$ cat config.mk
export PLATFORM = sky130hd
export DESIGN_NAME = i_seq_monitor
export DESIGN_NICKNAME = d
export VERILOG_FILES = /design/src/rtl/i_seq_monitor.sv
export SDC_FILE = /design/constraint.sdc
export NUM_CORES = 1
export LEC_CHECK = 0
export ABC_AREA = 1
export ABC_CLOCK_PERIOD_IN_PS = 1910
export BUFFER_PORTS_ARGS = -buffer_cell sky130_fd_sc_hd__buf_2
export CAP_MARGIN = 20
export CORE_AREA = 2 2 90 92
export CTS_BUF_LIST = sky130_fd_sc_hd__clkbuf_8
export CTS_CLUSTER_DIAMETER = 200
export DETAILED_ROUTE_END_ITERATION = 12
export DIE_AREA = 0 0 92 94
export PLACE_DENSITY = 0.57
export SYNTH_ARGS = -nofsm -noshare
export SYNTH_HDL_FRONTEND = slang
export SYNTH_SLANG_ARGS = --single-unit
$ cat constraint.sdc
create_clock -name CLK -period 1.91 [get_ports CLK]
set_input_delay 0.382 -clock CLK [delete_from_list [all_inputs] [get_ports CLK]]
set_output_delay 0.382 -clock CLK [all_outputs]
set_load 0.005 [all_outputs]
$ cat src/rtl/i_seq_monitor.sv
// i_seq_monitor: passive checker for the inc/dec count buses of i_counter_top.
// Follows the loop inc 0..INC_MAX, dec DEC_START..0, back to 0/0, counts completed
// loops and latches a sticky error code on the first illegal transition.
// Optional stall detection is built only when SEQ_MON_STALL_EN is defined.
//
// state  | meaning
// -------+-------------------------------------------------------------
// S_IDLE | after reset, waiting for inc==0 && dec==0
// S_RISE | inc climbing toward INC_MAX, dec held at 0
// S_FALL | inc parked at INC_MAX, dec falling from DEC_START to 0
// S_ERR  | illegal transition seen; absorbing until RST
module i_seq_monitor #(
  parameter int W         = 8,
  parameter int INC_MAX   = 6,
  parameter int DEC_START = 3,
  parameter int CNT_W     = 16,
  parameter int TIMEOUT   = 64
) (
  input  logic             CLK,
  input  logic             RST,
  input  logic             CE,
  input  logic [W-1:0]     inc,
  input  logic [W-1:0]     dec,
  output logic [1:0]       phase,
  output logic [CNT_W-1:0] cycles,
  output logic             done,
  output logic             err,
  output logic [1:0]       err_code
);

  typedef enum logic [1:0] {
    S_IDLE = 2'd0,
    S_RISE = 2'd1,
    S_FALL = 2'd2,
    S_ERR  = 2'd3
  } state_t;

  localparam logic [W-1:0] INC_MAX_V   = W'(INC_MAX);
  localparam logic [W-1:0] DEC_START_V = W'(DEC_START);

  state_t           state_q, state_d;
  logic [W-1:0]     pinc_q, pdec_q;
  logic [CNT_W-1:0] cycles_q, cycles_d;
  logic             done_q, done_d;
  logic             err_q, err_d;
  logic [1:0]       err_code_q, err_code_d;

  logic inc_chg, dec_chg, unchanged, active;
  logic rise_step, rise_to_fall, fall_step, fall_done;
  logic stall_hit;

  assign inc_chg   = (inc != pinc_q);
  assign dec_chg   = (dec != pdec_q);
  assign unchanged = !inc_chg && !dec_chg;
  assign active    = (state_q == S_RISE) || (state_q == S_FALL);

  // pdec is always 0 while rising, so dec==0 here also means dec did not move
  assign rise_step    = (inc == pinc_q + W'(1)) && (pinc_q < INC_MAX_V) && (dec == '0);
  assign rise_to_fall = (pinc_q == INC_MAX_V) && (inc == INC_MAX_V) &&
                        (pdec_q == '0) && (dec == DEC_START_V);
  assign fall_step    = (pdec_q != '0) && (dec == pdec_q - W'(1)) && (inc == INC_MAX_V);
  assign fall_done    = (pinc_q == INC_MAX_V) && (pdec_q == '0) &&
                        (inc == '0) && (dec == '0);

`ifdef SEQ_MON_STALL_EN
  localparam int SW = $clog2(TIMEOUT + 1);

  logic [SW-1:0] stall_q, stall_d;

  // the TIMEOUT-th enabled tick without movement is the one that trips
  assign stall_hit = active && unchanged && CE && (stall_q == SW'(TIMEOUT - 1));

  // stall timer register
  always_ff @(posedge CLK) begin
    if (RST) stall_q <= '0;
    else     stall_q <= stall_d;
  end
`else
  localparam int unused_timeout = TIMEOUT;
  logic unused_ce;

  assign unused_ce = CE;
  assign stall_hit = 1'b0;
`endif

  // state, history and output registers
  always_ff @(posedge CLK) begin
    if (RST) begin
      state_q    <= S_IDLE;
      pinc_q     <= '0;
      pdec_q     <= '0;
      cycles_q   <= '0;
      done_q     <= 1'b0;
      err_q      <= 1'b0;
      err_code_q <= 2'd0;
    end else begin
      state_q    <= state_d;
      pinc_q     <= inc;
      pdec_q     <= dec;
      cycles_q   <= cycles_d;
      done_q     <= done_d;
      err_q      <= err_d;
      err_code_q <= err_code_d;
    end
  end

  // next-state decision from the current sample against the previous one
  always_comb begin
    state_d = state_q;
    unique case (state_q)
      S_IDLE: begin
        if ((inc == '0) && (dec == '0)) state_d = S_RISE;
      end
      S_RISE: begin
        if (unchanged) begin
          if (stall_hit) state_d = S_ERR;
        end else if (rise_step) begin
          state_d = S_RISE;
        end else if (rise_to_fall) begin
          state_d = S_FALL;
        end else begin
          state_d = S_ERR;
        end
      end
      S_FALL: begin
        if (unchanged) begin
          if (stall_hit) state_d = S_ERR;
        end else if (fall_step) begin
          state_d = S_FALL;
        end else if (fall_done) begin
          state_d = S_RISE;
        end else begin
          state_d = S_ERR;
        end
      end
      S_ERR: begin
        state_d = S_ERR;
      end
      default: begin
        state_d = S_ERR;
      end
    endcase
  end

  // loop counter, done pulse, error latch and stall timer next values
  always_comb begin
    cycles_d   = cycles_q;
    done_d     = 1'b0;
    err_d      = err_q;
    err_code_d = err_code_q;
    if (active && (state_d == S_ERR)) begin
      err_d = 1'b1;
      // a stall can only trip on an unchanged sample, so step errors win by construction
      if (!unchanged) err_code_d = inc_chg ? 2'd1 : 2'd2;
      else            err_code_d = 2'd3;
    end
    if ((state_q == S_FALL) && (state_d == S_RISE)) begin
      done_d   = 1'b1;
      cycles_d = cycles_q + CNT_W'(1);
    end
`ifdef SEQ_MON_STALL_EN
    stall_d = '0;
    if (active && unchanged && (state_d != S_ERR))
      stall_d = CE ? stall_q + SW'(1) : stall_q;
`endif
  end

  assign phase    = state_q;
  assign cycles   = cycles_q;
  assign done     = done_q;
  assign err      = err_q;
  assign err_code = err_code_q;

endmodule

After elaboration in Yosys (flattened, before gate mapping)
Index checks and enable logic that the tools add are counted.
{"block": "word_totals", "register_bits": 38, "latchBits": 0, "ram_bits": 0, "rom_bits": 0, "out_inout_bits": 22, "word_cells": 56, "memories": 0}
{"block": "op_classes", "addsub": 3, "multipliers": 0, "div_mod_pow": 0, "magnitude_cmp": 1, "eq_ne": 12, "shifts": 0, "mux": 11, "bitwise": 0, "reduce_logical": 22}
{"operator": "zero test 8 bit", "n": 3}
{"operator": "adder 16 x 1 -> 16 bit (second input constant)", "n": 1}
{"operator": "== test 8 x 3 -> 1 bit (second input constant)", "n": 2}
{"operator": "== test 8 bit", "n": 2}
{"operator": "two-way mux 2 bit", "n": 8}
{"operator": "inequality test 8 bit", "n": 2}
{"operator": "logical AND 1 bit", "n": 14}
{"operator": "adder 8 x 1 -> 8 bit (second input constant)", "n": 1}
{"operator": "== test 8 x 2 -> 1 bit (second input constant)", "n": 1}
{"operator": "less-than comparator 8 x 3 -> 1 bit (second input constant)", "n": 1}
{"operator": "one-hot mux 2 bit (4 select lines)", "n": 1}
{"operator": "nonzero test 8 bit", "n": 1}
{"operator": "subtractor 8 x 1 -> 8 bit (second input constant)", "n": 1}
{"operator": "== test 2 bit (second input constant)", "n": 3}
{"operator": "== test 2 x 1 -> 1 bit (second input constant)", "n": 2}
{"operator": "zero test 1 bit", "n": 2}
{"operator": "zero test 2 bit", "n": 1}
{"operator": "two-way mux 1 bit", "n": 2}
{"operator": "logical OR 1 bit", "n": 1}

Logic depth before layout (Yosys ltp)
{"block": "logic_depth", "depth_word": 11, "depth_mapped": 20, "ltp_nobuf": 20}

Worst setup path after synthesis
OpenSTA, ideal clock, no wires.
{"block": "synth_timing", "path_type": "register to register", "start": "register pinc_q[0]", "end": "register cycles_q[10], in the netlist cycles[10]", "arrival_ps": 1907, "t_required_ps": 1778, "slack_ps": -129, "stages_incl_launch_ff": 16, "path_buffers": 1, "period_less_slack_ps": 2039, "path_cell_list": "dfxtp_1 -> inv_2 -> ha_1 -> xor2_1 -> nand2_1 -> nor2_1 -> nand3_2 -> o21bai_2 -> nand2_1 -> nand2_1 -> nand2_2 -> nand2_1 -> nand2_2 -> buf_6 -> o21bai_1 -> a21oi_1"}
{"block": "synth_between", "elab_chain_len": 10, "word_cells_on_any_way": 24, "cone_classes": "1 x add/sub; 1 x order compare; 4 x eq/ne; 7 x mux; 11 x reduce/logical"}
{"element": "start, declared", "line_no": "42", "rtl": "logic [W-1:0] pinc_q, pdec_q;"}
{"element": "start signal, assigned", "line_no": "98", "rtl": "pinc_q <= inc;"}
{"element": "parallel branches: the longest is 7 deep, another holds adder 8 x 1 -> 8 bit"}
{"element": "one-hot mux 2 bit (4 select lines) *", "line_no": "110", "rtl": "unique case (state_q)"}
{"element": "== test 2 x 1 -> 1 bit *", "line_no": "157", "rtl": "if ((state_q == S_FALL) && (state_d == S_RISE)) begin"}
{"element": "logical AND 1 bit *", "line_no": "157"}
{"element": "end signal, assigned", "line_no": "100", "rtl": "cycles_q <= cycles_d;"}
{"element": "end, declared", "line_no": "43", "rtl": "logic [CNT_W-1:0] cycles_q, cycles_d;"}
Mark *: on every way between the ends.
A chain may end at the register's enable or synchronous reset.

Worst setup path after layout
{"block": "layout_timing", "start": "register pinc_q[0]", "end": "register cycles_q[14], in the netlist cycles[14]"}
Same word-level chain as after synthesis.

==> metrics.log <==
[metrics] failing checks: negative setup slack
[metrics] remaining design rule violation count: 0
[metrics] HPWL Detailed: a little over 5000 um
[metrics] post-route design area: between 3000 and 4000 um^2
[metrics] critical path capture point type: flop
[metrics] multi-input gate area in the final layout: 1750 um^2
[metrics] CP Launch Type: flop
[metrics] first-pass detailed-route iteration total: 4
[metrics] storage element area: ~770 um^2
[metrics] number of nets with antenna violations after detailed routing: 0
[metrics] worst r2r path cells: 15
[metrics] die area: between 8000 and 9000 um^2
[metrics] die width: a little over 90 um
[metrics] register-to-register path setup slack: -0.16 ns
[metrics] number of nets in the layout: ~540
[metrics] via count of the first global-routing pass: 2696
[metrics] critical path peak fanout: 5
[metrics] number of synthesized register bits: 38
[metrics] data arrival time of the worst path: roughly 2.3 ns
[metrics] final setup vio count: 19
[metrics] DR vias: 2795
[metrics] count of cell instances traversed by the critical path: 15
[metrics] routed wire length per instance: 11.0 um
[metrics] post-synthesis async set-or-reset flop share: 0%
[metrics] area growth from synthesis to final layout: 41.1%
[metrics] clock buffer count from CTS: 5
[metrics] unrepaired setup endpoints after global routing: yes
[metrics] worst setup path startpoint: pinc_q[0]
[metrics] ranking of synthesized cells by area: dfxtp_1 29%, nand2_1 16%, nor2_1 8.5%, inv_1 8.1%, nand3_1 7.8%
[metrics] Slew Limit Headroom: between 70% and 80%
[metrics] Post-DP Area: roughly 3400 um^2
[metrics] crit path buf inv count: 3
[metrics] I/O Buffers: 39
[metrics] Pwr per Cell Area: just over 800 nW/um^2
[metrics] CP Cell Sequence: buf_4, xor2_2, nor2_1, nand2_1, nor2_4, nand2_2, nand2_1, nand3_1, nand2_1, inv_2, nand2_4, nand2_8, clkbuf_16, o21bai_1, a21oi_1
[metrics] post-synth design cell area: ~2600 um^2
[metrics] kind of path behind the tightest hold check: in -> reg
[metrics] top cell type's share of synthesized area: ~29%
[metrics] most used cells in the layout excluding fill and tap cells: 101 x nand2_1, 54 x inv_1, 51 x nor2_1, 48 x buf_4, 39 x buf_2
[metrics] fraction of layout cells with a size suffix above 1: a little under a third
[metrics] worst hold margin: 0.336 ns
[metrics] Post-Synth Simple-Gate Area: between 30% and 40%
[metrics] setup TNS after final layout: -2.04 ns
[metrics] crit path to: cycles[14]
[metrics] total of warnings raised by yosys: 0
[metrics] Antenna diodes: 0
[metrics] CP peak stage delay: around 0.37 ns
[metrics] die height: around 94 um
[metrics] first-pass GRT wire length: 11600 um
[metrics] category of the critical setup timing path: reg -> reg
[metrics] detailed router's first-iteration violation count: 80
[metrics] Hold Vio Cnt, Final: 0
[metrics] clk_skew: approximately 0.0065 ns
[metrics] maxcap violations: 0
[metrics] average size of a mapped cell: approximately 6.3 um^2
[metrics] Slew Viols, Final: 0
[metrics] number of distinct library cell variants in the gate-level netlist after synthesis: 30
[metrics] multiplexer share of the synthesized area: 0%
[metrics] most used flip-flop cell after synthesis: dfxtp_1
[metrics] Worst VDD drop: a little over 0.5 mV
[metrics] Worst R2R Start: pinc_q[0]
[metrics] Largest delay share family, worst path: simple AND/OR/NAND/NOR gates
[metrics] Clock Root Buffer: clkbuf_8
[metrics] cell occurring most often along the worst timing path: nand2_1
[metrics] clk slew on worst S/H paths: ~0.080 ns
[metrics] Tightest Pin Transition: about 0.44 ns
[metrics] Leak Pwr: approximately 1.8 nW
[metrics] required time worst endpoint: ~2.1 ns
[metrics] Detailed Route WL: around 6800 um
[metrics] FMAX: slightly below 0.5 GHz
[metrics] cell taking the most area after synthesis: dfxtp_1
[metrics] final weighted congestion in routability-driven placement: 0.855
[metrics] CTS tree: done
[metrics] synthesized-area fraction occupied by adder cells: 4.27%
[metrics] Final period util: 108%
[metrics] post-synthesis xor/xnor area fraction: approximately 7.6%
[metrics] Remaining Overflow, GRT: 0
[metrics] cell count after synthesis: ~420
[metrics] endpoint of the lowest-slack register-to-register path: cycles[14]
[metrics] clock insertion delay at the later pin of the skew report: between 0.2 and 0.3 ns
[metrics] most common library cell in the layout ignoring fill and taps: nand2_1
[metrics] outcome: complete, but fails checks
[metrics] crit path setup slack, layout: -0.156 ns
[metrics] overall global routing resource usage: between 10% and 20%
[metrics] routed vias/inst: between 4 and 5
[metrics] Filler Cells Inserted: about 790
[metrics] io pins: slightly above 40
[metrics] total core area: 7610 um^2
[metrics] effective utilization at floorplan: about a third
[metrics] Bufs on Longest Clock Path: 2
[metrics] Final min period: 2.07 ns
[metrics] Sinks on Clock Net: 38
[metrics] # H-tree levels: 2
[metrics] EDFF count, synth: 0
[metrics] largest family of logic cells by synthesized area: simple AND/OR/NAND/NOR gates
[metrics] number of antenna violations at the first check in global routing: 0
[metrics] Rows: 32
[metrics] pin count of the biggest net entering global routing: 26
[metrics] share of the synthesized area in compound gates (AO/OA/AOI/OAI): about a tenth
[metrics] syn_nets: about 450
[metrics] slowest library cell on the worst path: dfxtp_4
[metrics] final design utilization: 49.0%
[metrics] part of the Yosys area used for sequential elements: 28.8%
==> where the power goes <==
group          internal (mW)  switching, mW  total, mW
Sequential             0.844         0.0519      0.896
Clock                  0.291          0.299      0.591
Combinational          0.684          0.844       1.53
==> metal layers <==
layer	up-vias	wire length [um]	GRT usage, %
met5	-	0	0
met4	0	74	3.73
met3	7	185	2.89
met2	35	3430	31.1
met1	1268	3110	19.5
li1	1485	-	-
==> cell type report <==
type / instances / share of cell area, %
sequential: 38 / 20.8
inverter: 64 / 6.88
clock buffer: 6 / 2.22
timing repair buffer: 96 / 19.2
multi-input combinational: 307 / 47.0
clock inverter: 2 / 0.302
timing repair inverter: 1 / 0.235
tap: 102 / 3.43
==> kinds of logic (layout without fill, tap and decap cells) <==
logic type / count (synthesis) / count (layout)
DFF: 38 / 38
adders and majority gates: 9 / 9
AOI/OAI and AO/OA: 39 / 39
xor gates and xnor gates: 23 / 23
buffers and inverters: 73 / 169
and+or+nand+nor: 235 / 236
==> Yosys cell counts, types with 2 or more instances <==
library cell / n
nand2_1: 110
nor2_1: 60
inv_1: 57
nand3_1: 41
dfxtp_1: 38
xor2_1: 19
a21oi_1: 17
o21bai_1: 15
ha_1: 9
nor3_1: 7
inv_2: 5
o21ai_0: 5
buf_6: 4
nand2_2: 4
xnor2_1: 4
nor4_1: 3
buf_1: 2
clkbuf_1: 2
nand2_4: 2
nand3b_1: 2
nor2_2: 2
==> flip-flops by register name, summed over array words and instances (netlist names) <==
| name | flops |
|---|---|
| cycles | 16 |
| pdec_q | 8 |
| pinc_q | 8 |
| err_code | 2 |
| phase | 2 |
| done | 1 |
| err | 1 |
==> stage by stage <==
step                total power [mW]  std cells  setup slack, ns
finish                          3.01        616           -0.156
global route                    3.23        616           -0.299
CTS                             2.89        613           -0.121
detailed placement              2.11        599           -0.272
global placement                2.10        599           -0.244
floorplan                       1.63        417         -0.00483
==> worst min-delay path, cell delays in order <==
cell    delay, ns
buf_2        0.09
inv_1        0.05
nor2_1       0.07
==> what timing repair did <==
item	CTS	global route
pin swaps	7	14
buffers inserted	5	1
resized for setup	23	24
hold buffers	0	0
endpoints found under the setup margin	21	22
cloned	1	2
==> worst min-delay path by stage <==
stage                       from   endpoint  slack [ns]  cells past startpoint
after detailed placement     err        err        0.46                      2
final                     dec[5]  pdec_q[5]        0.34                      3
after floorplan              err        err        0.47                      2
after global placement       err        err        0.45                      2
after global routing      inc[1]  pinc_q[1]        0.35                      3
after CTS                 dec[5]  pdec_q[5]        0.33                      3
Note: power is estimated with default switching activity, not from simulation.
